$ cat src/rtl/lfsr_pkg.sv
// Shared constants and helpers for the parametrised LFSR generator.
// Default tap masks are maximal-length Fibonacci masks for common widths.
package lfsr_pkg;

  localparam logic MODE_FIB = 1'b0;
  localparam logic MODE_GAL = 1'b1;

  localparam logic [2:0]  TAPS_W3  = 3'b110;
  localparam logic [3:0]  TAPS_W4  = 4'b1100;
  localparam logic [4:0]  TAPS_W5  = 5'b10100;
  localparam logic [7:0]  TAPS_W8  = 8'hB8;
  localparam logic [15:0] TAPS_W16 = 16'hB400;
  localparam logic [31:0] TAPS_W32 = 32'h80200003;

  // Galois feedback mask for the same polynomial as a Fibonacci tap mask.
  // Callers keep only the low W bits of the result.
  function automatic logic [31:0] galois_mask(input logic [31:0] taps);
    return {taps[30:0], 1'b1};
  endfunction

endpackage

$ cat src/rtl/lfsr_next.sv
// Combinational single-step function of the LFSR in Fibonacci or Galois form.
// Both forms share one characteristic polynomial, so their periods match.
module lfsr_next
  import lfsr_pkg::*;
#(
  parameter int unsigned    W    = 3,
  parameter logic [W-1:0]   TAPS = TAPS_W3
) (
  input  logic [W-1:0] q,
  input  logic         mode,
  output logic [W-1:0] q_next
);

  localparam logic [31:0]  G32 = galois_mask(32'(TAPS));
  localparam logic [W-1:0] G   = G32[W-1:0];

  logic         fb;
  logic [W-1:0] fib_next;
  logic [W-1:0] gal_next;

  always_comb begin
    fb       = ^(q & TAPS);
    fib_next = {q[W-2:0], fb};
    gal_next = {q[W-2:0], 1'b0} ^ (q[W-1] ? G : '0);
    q_next   = (mode == MODE_GAL) ? gal_next : fib_next;
  end

endmodule

$ cat src/rtl/lfsr_gen.sv
// Parametrised LFSR with seed load, zero-seed protection, step counting
// and measurement of the cycle length back to the start state.
module lfsr_gen
  import lfsr_pkg::*;
#(
  parameter int unsigned  W     = 3,
  parameter logic [W-1:0] TAPS  = TAPS_W3,
  parameter logic [W-1:0] INIT  = 3'b001,
  parameter int unsigned  CNT_W = 16
) (
  input  logic             CLK,
  input  logic             RESET,
  input  logic             EN,
  input  logic             LOAD,
  input  logic [W-1:0]     SEED,
  input  logic             MODE,
  output logic [W-1:0]     Q,
  output logic             SOUT,
  output logic             WRAP,
  output logic             LOCKUP,
  output logic [CNT_W-1:0] CNT,
  output logic [CNT_W-1:0] PERIOD
);

  if (W < 2 || W > 32) begin : g_bad_width
    $error("lfsr_gen: W must lie in 2..32");
  end
  if (TAPS[W-1] != 1'b1) begin : g_bad_taps
    $error("lfsr_gen: TAPS[W-1] must be set");
  end
  if (INIT == '0) begin : g_bad_init
    $error("lfsr_gen: INIT must be nonzero");
  end

  localparam logic [CNT_W-1:0] CNT_ONE = {{(CNT_W-1){1'b0}}, 1'b1};

  function automatic logic [CNT_W-1:0] sat_inc(input logic [CNT_W-1:0] v);
    return (&v) ? v : v + CNT_ONE;
  endfunction

  logic [W-1:0]     q_q,      q_d;
  logic [W-1:0]     start_q,  start_d;
  logic [CNT_W-1:0] cnt_q,    cnt_d;
  logic [CNT_W-1:0] period_q, period_d;
  logic             wrap_q,   wrap_d;
  logic             lockup_q, lockup_d;
  logic [W-1:0]     q_step;

  lfsr_next #(
    .W    (W),
    .TAPS (TAPS)
  ) u_next (
    .q      (q_q),
    .mode   (MODE),
    .q_next (q_step)
  );

  // LOAD outranks EN; pulses default low so they last exactly one cycle.
  always_comb begin
    q_d      = q_q;
    start_d  = start_q;
    cnt_d    = cnt_q;
    period_d = period_q;
    wrap_d   = 1'b0;
    lockup_d = 1'b0;
    if (LOAD) begin
      cnt_d = '0;
      if (SEED != '0) begin
        q_d     = SEED;
        start_d = SEED;
      end else begin
        q_d      = INIT;
        start_d  = INIT;
        lockup_d = 1'b1;
      end
    end else if (EN) begin
      q_d = q_step;
      if (q_step == start_q) begin
        wrap_d   = 1'b1;
        period_d = sat_inc(cnt_q);
        cnt_d    = '0;
      end else begin
        cnt_d = sat_inc(cnt_q);
      end
    end
  end

  always_ff @(posedge CLK) begin
    if (RESET) begin
      q_q      <= INIT;
      start_q  <= INIT;
      cnt_q    <= '0;
      period_q <= '0;
      wrap_q   <= 1'b0;
      lockup_q <= 1'b0;
    end else begin
      q_q      <= q_d;
      start_q  <= start_d;
      cnt_q    <= cnt_d;
      period_q <= period_d;
      wrap_q   <= wrap_d;
      lockup_q <= lockup_d;
    end
  end

  assign Q      = q_q;
  assign SOUT   = q_q[W-1];
  assign WRAP   = wrap_q;
  assign LOCKUP = lockup_q;
  assign CNT    = cnt_q;
  assign PERIOD = period_q;

endmodule

$ cat config.mk
export PLATFORM = sky130hd
export DESIGN_NAME = lfsr_gen
export DESIGN_NICKNAME = d
export VERILOG_FILES = /design/src/rtl/lfsr_pkg.sv /design/src/rtl/lfsr_next.sv /design/src/rtl/lfsr_gen.sv
export SDC_FILE = /design/constraint.sdc
export NUM_CORES = 1
export LEC_CHECK = 0
export BUFFER_PORTS_ARGS = -buffer_cell sky130_fd_sc_hd__buf_2
export CAP_MARGIN = 30
export CORE_MARGIN = 10
export CORE_UTILIZATION = 57
export CTS_CLUSTER_DIAMETER = 60
export DETAILED_ROUTE_END_ITERATION = 12
export PLACE_DENSITY = 0.95
export SLEW_MARGIN = 20
export SYNTH_ARGS = -nofsm -noshare
export SYNTH_HDL_FRONTEND = slang
export SYNTH_SLANG_ARGS = --single-unit
$ cat constraint.sdc
create_clock -name CLK -period 3.27 [get_ports CLK]
set_clock_uncertainty 0.2 [all_clocks]
set_input_delay 0.654 -clock CLK [delete_from_list [all_inputs] [get_ports CLK]]
set_output_delay 0.654 -clock CLK [all_outputs]
set_load 0.01 [all_outputs]
# After elaboration in Yosys (flattened, before gate mapping)
# Index checks and enable logic that the tools add are counted.
[word_totals]
in_bits = 8
ff_bits = 40
[op_classes]
reduce_logical = 8
bitwise = 3
n_mux = 9
n_eq_ne = 1
n_addsub = 1
[ops]
columns = ["op", "n"]
rows = [
  ["16-bit 2-to-1 mux", 2],
  ["16-bit by 1-bit adder with 16-bit output, second input constant", 1],
  ["16-bit AND reduction", 1],
  ["3-bit 2-to-1 mux", 5],
  ["2-bit OR reduction", 2],
  ["3-bit == test", 1],
  ["3-bit AND reduction", 1],
  ["3-bit nonzero test", 1],
  ["3-bit OR reduction", 1],
  ["3-bit XOR reduction", 1],
  ["3-bit bitwise XOR", 1],
  ["1-bit 2-to-1 mux", 2],
  ["1-bit inverter", 2],
  ["2-bit nonzero test", 1],
]

# Longest topological paths before layout
[depth]
ltp_word = 5
mapped_depth = 8
depth_no_buf = 7

# Cells and area by module
# From an unflattened synthesis, not the netlist that was laid out.
[unflattened]
hier_cells = 250
hier_area_um2 = 2137.0
[by_module_without_submodules]
columns = ["mod", "n_inst", "cells_each", "area_each_um2"]
rows = [
  ["lfsr_gen", 1, 245, 2102.0],
  ["lfsr_next", 1, 5, 35.0],
]

# Least setup slack after synthesis
# OpenSTA, ideal clock, no wires.
[synth_timing]
path_kind = "input-to-reg"
startpoint = "input MODE"
endpoint = "register period_q[0], in the netlist PERIOD[0]"
arrival_ps = 2040
cell_stages = 7
n_path_buf = 1
required_ps = 2942
path_slack_ps = 902
setup_ps = 128
cell_sequence = "and2b_1 xnor2_2 o21ai_1 nor4b_4 buf_6 mux2i_1 nor2_1"
[synth_between]
elab_chain_len = 3
[synth_lines]
columns = ["item", "line", "rtl"]
rows = [
  ["start: declaration", "lfsr_gen.sv:16", "input logic MODE,"],
  ["3-bit 2-to-1 mux", "lfsr_next.sv:25", "q_next = (mode == MODE_GAL) ? gal_next : fib_next;"],
  ["3-bit == test", "lfsr_gen.sv:78", "if (q_step == start_q) begin"],
  ["3-bit AND reduction (no line)", "-", ""],
  ["end signal: assignment", "lfsr_gen.sv:100", "period_q <= period_d;"],
  ["end: declaration", "lfsr_gen.sv:44", "logic [CNT_W-1:0] period_q, period_d;"],
]
# Every way passes these cells.
# A chain may end at the register's enable or synchronous reset.

# Worst setup path in the final report
[layout_timing]
startpoint = "register cnt_q[0], in the netlist CNT[0]"
endpoint = "register period_q[0], in the netlist PERIOD[0]"
[layout_between]
elab_chain_len = 2
elab_cells_between_ends = 3
[layout_lines]
columns = ["item", "line", "rtl"]
rows = [
  ["start: declaration", "lfsr_gen.sv:43", "logic [CNT_W-1:0] cnt_q, cnt_d;"],
  ["start signal: assignment", "lfsr_gen.sv:99", "cnt_q <= cnt_d;"],
  ["16-bit by 1-bit adder with 16-bit output or 16-bit AND reduction (tied branches)", "lfsr_gen.sv:38", "return (&v) ? v : v + CNT_ONE;"],
  ["16-bit 2-to-1 mux *", "-", ""],
]
# Mark *: on every way between the ends. The rest lies on a longest branch, timed or not.

==> qor.yml <==
sta:
  tns_ns: 0
  period_share_pct: 76.0
  period_minus_slack_ns: 2.49
  finalMaxSlewViolations: 0
  maxSlewHeadroom_pct: 53.4
  rsz0062_at_grt: "no"
  hold_viol_final: 0
  setup_viol: 0
  tightest_slew_ns: 0.696
  fmax_mhz: 402
  holdWs_ns: 0.274
grt:
  met3_usage_pct: 5.52
  busiest_layer: "met2"
  grt_pass1_vias: 1767
  grtUsageMet2_pct: 24.2
  grt_pass1_wl_mm: 7.91
  grt_max_degree: 28
  antenna_found_initial: 0
  grt-ovfl-total: 0
  grtUsageTotal_pct: 15.5
  met1_usage_pct: 18.0
routing:
  dr.pass1.iters: 5
  wl_per_cell_um: 14.8
  drt_iter0_markers: 233
  routed_wl_mm: 4.81
  viasPerCell: 5.73
  drcViolationCount: 0
  antenna_left: 0
  vias: 1867
pwr:
  powerDensity_mw_per_mm2: 391
  vdd_ir_drop_max_v: 0.000271
  leakage_nw: 0.917
logic_synthesis:
  synthDistinctLibCells: 52
  yosys.area.top_type: "dfxtp_1"
  syn_avg_cell_area_sq_um: 8.60
  netlist_area_sq_mm: 0.00203
  ys_ff_latch: 40
  ys_warn_count: 0
  yosysTopAreaCellShare_pct: 39.5
  synth_edf_count: 0
  synth.mux.area_fraction_pct: 7.09
  syn_nets: 245
  synth-seq-area-share_pct: 39.5
  synthSimpleGateAreaFrac_pct: 21.0
  synthTopCellsByArea: "dfxtp_1 39%, a21oi_1 5.7%, mux2i_1 5.4%"
  synthArstFlopShare_pct: 0
  synth_top_family_by_area: "compound AO/OA/AOI/OAI gates"
  synthXorXnorAreaFrac_pct: 5.12
  synth_cells: 236
  synth_compound_gate_area_share_pct: 22.8
  synthAdderAreaFrac_pct: 0.617
  synthFlopType: "dfxtp_1"
floorplanning:
  die_w_um: 79.7
  start_util_pct: 59.9
  core_area_sq_mm: 0.00339
  die_y_um: 79.7
  ios: 46
  dieArea_sq_mm: 0.00635
  rows: 21
final_layout:
  multiInputGateArea_sq_mm: 0.00115
  antenna_cells: 0
  layout.nets: 288
  fill_cells: 274
  syn_to_final_growth_pct: 15.0
  final_cell_mix: "45 x buf_2, 40 x dfxtp_1, 29 x nor2_1"
  regArea_sq_um: 801
  layout-drive-gt1-share_pct: 25.7
  fin_cells: 326
  final_common_cell: "buf_2"
  design_area_sq_mm: 0.00233
placed_design:
  gp_congestion: 0.900
  dpl_cell_area_sq_mm: 0.00227
  portBuffers: 45
  post-dp-hpwl_mm: 3.68
  dpl.cell_count: 318
setup_path:
  r2r_setup_slack_ns: 0.78
  critPathMaxFanout: 10
  start_kind: "register"
  cp-end-kind: "register"
  crit_path_start: "CNT[0]"
  rr_endpoint: "PERIOD[0]"
  cp.required_ns: 3.31
  r2r_start: "CNT[0]"
  crit_arrival_ns: 2.53
  critPathKind: "reg -> reg"
  ff2ff_path_depth: 7
clock_tree:
  clkTransAtPathRegs_ns: 0.12
  clock_sinks: 40
  insertion_delay_ns: 0.35
  cts_tree: "done"
  hold_buffers: 0
  cts_buffer_depth: 2
  ctsResizeCount: 0
  h-tree-depth: 2
  cts_setup_buffers: 0
  cts_root_buf: "clkbuf_4"
  cts_buffers: 5
hold_path:
  hp-class: "reg -> reg"
  hold_path_startpoint: "PERIOD[2]"
  worstHoldPathCells: 2
  min_to: "PERIOD[2]"
outcome:
  outcome: "finished, final reports clean"
job:
  maxCapViolCount: 0
==> per-stage QoR <==
stage	total power, W	utilization [%]	setup slack [ns]
after floorplan	0.000623	-	0.902
after global placement	0.000652	67.1	0.668
after detailed placement	0.000657	67.1	0.576
after CTS	0.000912	68.9	0.816
after global routing	0.000953	68.9	0.588
final	0.000912	68.9	0.785
==> layout make-up <==
class | count | area share [%]
clock buffers | 6 | 2.20
repair buffers | 49 | 10.9
inverters | 3 | 0.482
multi-input cells | 180 | 49.2
clock inverters | 2 | 0.429
flip-flops and latches | 40 | 34.3
well taps | 46 | 2.47
==> report_power, final <==
group	internal (W)	switching [W]
Combinational	0.0000505	0.0000667
Clock	0.000102	0.000164
Sequential	0.000502	0.0000264
==> how the worst max path moves through the flow <==
| stage | to | slack, ns | cells past startpoint |
|---|---|---|---|
| 3_5_place_dp | PERIOD[10] | 0.58 | 8 |
| 6_report | PERIOD[0] | 0.78 | 7 |
| 5_1_grt | PERIOD[0] | 0.59 | 7 |
| 2_1_floorplan | PERIOD[0] | 0.90 | 7 |
| 4_1_cts | PERIOD[0] | 0.82 | 7 |
| 3_3_place_gp | PERIOD[10] | 0.67 | 8 |
==> critical path, stage by stage (launching register included) <==
cell	delay, ns
dfxtp_1	0.53
ha_1	0.32
nand3_1	0.19
nor3_2	0.44
and2_0	0.34
xnor2_1	0.13
mux2i_1	0.17
nor2_1	0.05
==> kinds of logic after synthesis <==
logic type / count (synthesis)
buffers and inverters: 16
AOI/OAI and AO/OA: 70
and+or+nand+nor: 84
DFF: 40
muxes: 14
xor gates and xnor gates: 11
adders and majority gates: 1
==> cells in the mapped netlist (3+ instances only) <==
cell type,number
a211oi_2,4
and3_1,3
nand2_1,16
a22o_1,4
a311oi_1,3
o21ai_0,12
inv_1,3
nor3_1,3
o21a_1,3
nand3_1,13
nor2_1,29
nand2b_1,4
dfxtp_1,40
a31oi_1,6
xnor2_1,8
mux2_2,3
clkbuf_1,7
a21oi_1,23
nor2_2,3
mux2i_1,11
==> state kept, by name, indices dropped and copies added (netlist names) <==
name	count
CNT	16
PERIOD	16
Q	3
start_q	3
LOCKUP	1
WRAP	1
==> layer usage <==
metal  vias up  share of wire [%]
li1        935                  -
met1       853                 43
met2        68                 47
met3        11                7.6
met4         0                2.5
met5         -                  0
(Power assumes the default switching activity.)
